[src/rtl/hazard_ctrl.sv]
// Pipeline hazard controller: load-use stall, EX redirect flush and instruction-RAM freeze.
// Optional statistics counters are built when HAZARD_STATS_EN is defined.
module hazard_ctrl #(
    parameter int MEM_WAIT = 2,
    parameter int CNT_W    = 16
) (
    input  logic             CLK,
    input  logic             RST,
    input  logic [2:0]       idRx,
    input  logic [2:0]       idRy,
    input  logic             idUsesRx,
    input  logic             idUsesRy,
    input  logic [1:0]       exMemRead,
    input  logic             exRegWrite,
    input  logic [2:0]       exDstReg,
    input  logic             exBranchTaken,
    input  logic             exJump,
    input  logic             memInstrSpace,
    output logic             pcWrite,
    output logic             ifidWrite,
    output logic             ifidFlush,
    output logic             idexBubble,
    output logic             idexHold,
    output logic             exmemHold
`ifdef HAZARD_STATS_EN
    ,
    output logic [CNT_W-1:0] stallCount,
    output logic [CNT_W-1:0] flushCount,
    output logic [CNT_W-1:0] freezeCount
`endif
);

    typedef enum logic {
        RUN    = 1'b0,
        FREEZE = 1'b1
    } state_t;

    // Counter holds the number of FREEZE cycles still to come after the entry cycle.
    localparam logic [3:0] WAIT_LOAD = 4'(MEM_WAIT - 1);

    state_t     stateReg, stateNext;
    logic [3:0] waitCntReg, waitCntNext;

    logic loadUse;
    logic redirect;
    logic freezeNow;
    logic flushNow;
    logic stallNow;

    always_ff @(posedge CLK or posedge RST) begin
        if (RST) begin
            stateReg   <= RUN;
            waitCntReg <= '0;
        end else begin
            stateReg   <= stateNext;
            waitCntReg <= waitCntNext;
        end
    end

    always_comb begin
        loadUse = (exMemRead != 2'd0) && exRegWrite &&
                  ((idUsesRx && (idRx == exDstReg)) || (idUsesRy && (idRy == exDstReg)));
        redirect    = exBranchTaken | exJump;
        stateNext   = stateReg;
        waitCntNext = waitCntReg;
        freezeNow   = 1'b0;
        flushNow    = 1'b0;
        stallNow    = 1'b0;

        case (stateReg)
            RUN: begin
                if (memInstrSpace) begin
                    freezeNow = 1'b1;
                    if (MEM_WAIT > 1) begin
                        stateNext   = FREEZE;
                        waitCntNext = WAIT_LOAD;
                    end
                end else if (redirect) begin
                    flushNow = 1'b1;
                end else if (loadUse) begin
                    stallNow = 1'b1;
                end
            end
            FREEZE: begin
                // memInstrSpace is deliberately ignored here; the held MEM stage re-presents it.
                freezeNow = 1'b1;
                if (waitCntReg <= 4'd1) begin
                    stateNext   = RUN;
                    waitCntNext = '0;
                end else begin
                    waitCntNext = waitCntReg - 4'd1;
                end
            end
            default: begin
                stateNext   = RUN;
                waitCntNext = '0;
            end
        endcase
    end

    always_comb begin
        pcWrite    = 1'b1;
        ifidWrite  = 1'b1;
        ifidFlush  = 1'b0;
        idexBubble = 1'b0;
        idexHold   = 1'b0;
        exmemHold  = 1'b0;
        if (RST) begin
            pcWrite    = 1'b0;
            ifidWrite  = 1'b0;
            ifidFlush  = 1'b1;
            idexBubble = 1'b1;
        end else if (freezeNow) begin
            pcWrite   = 1'b0;
            ifidWrite = 1'b0;
            idexHold  = 1'b1;
            exmemHold = 1'b1;
        end else if (flushNow) begin
            ifidFlush  = 1'b1;
            idexBubble = 1'b1;
        end else if (stallNow) begin
            pcWrite    = 1'b0;
            ifidWrite  = 1'b0;
            idexBubble = 1'b1;
        end
    end

`ifdef HAZARD_STATS_EN
    logic [CNT_W-1:0] statReg  [3];
    logic             statInc  [3];

    assign statInc[0] = stallNow;
    assign statInc[1] = flushNow;
    assign statInc[2] = freezeNow;

    genvar gi;
    generate
        for (gi = 0; gi < 3; gi++) begin : g_stat
            always_ff @(posedge CLK or posedge RST) begin
                if (RST) begin
                    statReg[gi] <= '0;
                end else if (statInc[gi] && (statReg[gi] != {CNT_W{1'b1}})) begin
                    statReg[gi] <= statReg[gi] + 1'b1;
                end
            end
        end
    endgenerate

    assign stallCount  = statReg[0];
    assign flushCount  = statReg[1];
    assign freezeCount = statReg[2];
`endif

endmodule

[config.mk]
export PLATFORM = sky130hd
export DESIGN_NAME = hazard_ctrl
export DESIGN_NICKNAME = d
export VERILOG_FILES = /design/src/rtl/hazard_ctrl.sv
export SDC_FILE = /design/constraint.sdc
export NUM_CORES = 1
export LEC_CHECK = 0
export ABC_AREA = 1
export BUFFER_PORTS_ARGS = -buffer_cell sky130_fd_sc_hd__buf_4
export CAP_MARGIN = 20
export CORE_AREA = 2 2 39 41
export CTS_CLUSTER_SIZE = 30
export DETAILED_ROUTE_END_ITERATION = 12
export DIE_AREA = 0 0 41 43
export HOLD_SLACK_MARGIN = 0.06
export PLACE_DENSITY = 0.63
export SYNTH_ARGS = -nofsm -noshare
export SYNTH_HDL_FRONTEND = slang
export SYNTH_SLANG_ARGS = --single-unit
export TNS_END_PERCENT = 20
[constraint.sdc]
create_clock -name CLK -period 3.1 [get_ports CLK]
set_input_delay 0.775 -clock CLK [delete_from_list [all_inputs] [get_ports CLK]]
set_output_delay 0.775 -clock CLK [all_outputs]
set_load 0.05 [all_outputs]
==> results.yml <==
status:
  outcome: "finished, final reports clean"
grt:
  antenna_found_initial: 0
  grt.total_usage_pct: 12.49
  grt_max_degree: 7
  grt_overflow: 0
  grt_first_pass_wirelength_um: 1518
  first_global_vias: 415
clock_network:
  clk_latency_ps: 240
  cts_post_setup_buffers_inserted: 0
  clockBufferDepth: 2
  cts_resized: 0
  root_buffer: "clkbuf_4"
  cts_hold_buffers: 0
  tritoncts: "built"
  numClockSinks: 5
  clk_pin_slew_worst_paths_ps: 40
  cts_buffers: 3
  htree_levels: 1
floorplanning:
  ios: 25
  die_area_sq_um: 1763
  core_area_sq_um: 1384
  dieWidth_um: 41
  die_h_um: 43
  rows: 14
  start_util_pct: 34.09
placement:
  port_buffers: 24
  gp_congestion: 0.7589
  dp_hpwl_um: 797
  place_ws_ps: 582.7
timing:
  max_slew.worst_pin.slew_ps: 321.5
  fmax_ghz: 0.3979
  fin_crit_ps: 2513
  drv_slew: 0
  finalSetupViolations: 0
  fin_tns_setup_ps: 0
  hold_viol: 0
  timing.final.crit_share_pct: 81.08
  worst_slack_ps: 586.6
  finClkSkew_ps: 2.351
  slew_headroom_pct: 78.34
  rsz0062_at_grt: "false"
routing:
  wl_per_cell_um: 8.093
  routed_wl_um: 955
  drcViolationCount: 0
  via_per_inst: 4.212
  firstDrtPassIters: 4
  drtAntennaViolNets: 0
  drt_iter0_drc: 3
  vias: 497
synth:
  synthDistinctLibCells: 17
  synth.avg_cell_area_sq_um: 6.126
  syn-num-nets: 98
  yosysSeqAreaShare_pct: 26.53
  netlist_area_sq_um: 471.7
  ys_seq_elements: 5
  synth_warnings: 0
  syn_inst: 77
worst_setup_path:
  worstPathArrival_ps: 1740
  critPathCaptureType: "output pin"
  cp_cell_sequence: "buf_4 -> or2_1 -> nor3_4 -> nand2_1 -> nand2_1 -> buf_4"
  cp-start-kind: "input port"
  critPathMaxFanout: 6
  critical-path-max-stage-delay_ps: 300
  reg2reg_slack_ps: 1820
  critPathRequiredTime_ps: 2320
  critPathKind: "input port to output pin"
  crit_slowest_cell: "or2_1"
cells_and_area:
  drive_above_1_share_pct: 29.41
  final_nets: 124
  final_core_util_pct: 48.82
  syn2layout_area_growth_pct: 43.24
  n_antenna_cell: 0
  nFillCells: 149
job:
  maxCapViolations: 0
worst_hold_path:
  hp-class: "input port to async pin"
pwr:
  p_per_area_nw_per_um2: 590.5
  p_leak_nw: 0.4054
  finalPower_uw: 399.0
  irDropWorstVdd_v: 0.0003398
critical path, delay by kind of cell:
family / cells / cell delay, ps
buf+inv: 2 / 300
simple gates: 4 / 660
per-layer routing:
metal  routed length, um  share of wire [%]  vias up  GRT usage, %
li1                    -                  -      275             -
met1                 421                 44      207         15.00
met2                 455                 48       15         19.69
met3                  78                8.2        0         1.571
met4                   0                  0        0         8.000
met5                   0                  0        -             0
cells in the final DEF, fill, tap and decap left out:
cell type  synthesis  final
nand2_1           28     28
buf_4              2     24
inv_1             16     16
nor2_1             7      7
dfrtp_1            5      5
o21ai_0            3      3
clkbuf_4           0      3
a21oi_1            3      2
nand3_1            2      2
xor2_1             2      2
ha_1               2      2
or2_1              1      1
o211ai_1           1      1
o22ai_1            1      1
or2_2              1      1
nor3_4             1      1
clkinv_1           1      1
a21oi_2            0      1
clkbuf_1           0      1
cells in the mapped netlist:
master | n | share of area [%]
nand2_1 | 28 | 22
clkinv_1 | 1 | 0.79
or2_2 | 1 | 1.3
xor2_1 | 2 | 3.7
buf_4 | 2 | 3.2
o211ai_1 | 1 | 1.6
dfrtp_1 | 5 | 27
inv_1 | 16 | 13
o22ai_1 | 1 | 1.3
nor3_4 | 1 | 3.4
o21ai_0 | 3 | 3.2
ha_1 | 2 | 5.3
buf_6 | 1 | 2.4
nor2_1 | 7 | 5.6
a21oi_1 | 3 | 3.2
or2_1 | 1 | 1.3
nand3_1 | 2 | 2.1
final cells by class:
| cell class | instances | area [sq um] | share of cell area, % |
|---|---|---|---|
| inverter | 17 | 63.81 | 9.444 |
| clock buffer | 4 | 26.28 | 3.889 |
| tap | 16 | 20.02 | 2.963 |
| sequential | 5 | 125.1 | 18.52 |
| timing repair buffer | 24 | 180.2 | 26.67 |
| multi-input combinational | 52 | 260.3 | 38.52 |
registers in the layout, indices dropped and copies added, names as in the netlist:
signal and flops:
waitCntReg 4, stateReg 1
report_power, final:
part	internal, mW	switching, mW	leakage [nW]
logic	0.0823	0.138	0.327
registers	0.0887	0.0163	0.0637
clock network	0.0486	0.0252	0.0150
total	0.220	0.179	0.405
kinds of logic (layout without fill, tap and decap cells):
kind of cell             Yosys count  in the layout  synth area share, %
XOR/XNOR                           2              2                3.714
buffers and inverters             20             45                19.10
adder cells (fa/ha/maj)            2              2                5.304
AND/OR/NAND/NOR                   40             40                36.08
flip-flops                         5              5                26.53
AO/OA/AOI/OAI                      8              8                9.283
path summary, 6_finish.rpt:
check | startpoint | to | cells past startpoint
worst max-delay path | memInstrSpace | idexBubble | 6
worst min-delay path | RST | waitCntReg[2] | 2
worst max register to register | waitCntReg[0] | waitCntReg[2] | 5
worst min register to register | waitCntReg[3] | waitCntReg[3] | 2
max in group asynchronous | RST | waitCntReg[0] | 2
min in group CLK | waitCntReg[3] | waitCntReg[3] | 2
metrics by stage:
stage / instances / cell area [sq um] / hold slack [ps]
6_report: 118 / 675.6 / 466.3
5_1_grt: 118 / 675.6 / 486.2
4_1_cts: 118 / 675.6 / 462.1
3_5_place_dp: 114 / 649.4 / 479.2
3_3_place_gp: 114 / 649.4 / 480.5
2_1_floorplan: 77 / 475.5 / 449.1
No activity file was read; power rests on OpenSTA's default activity.
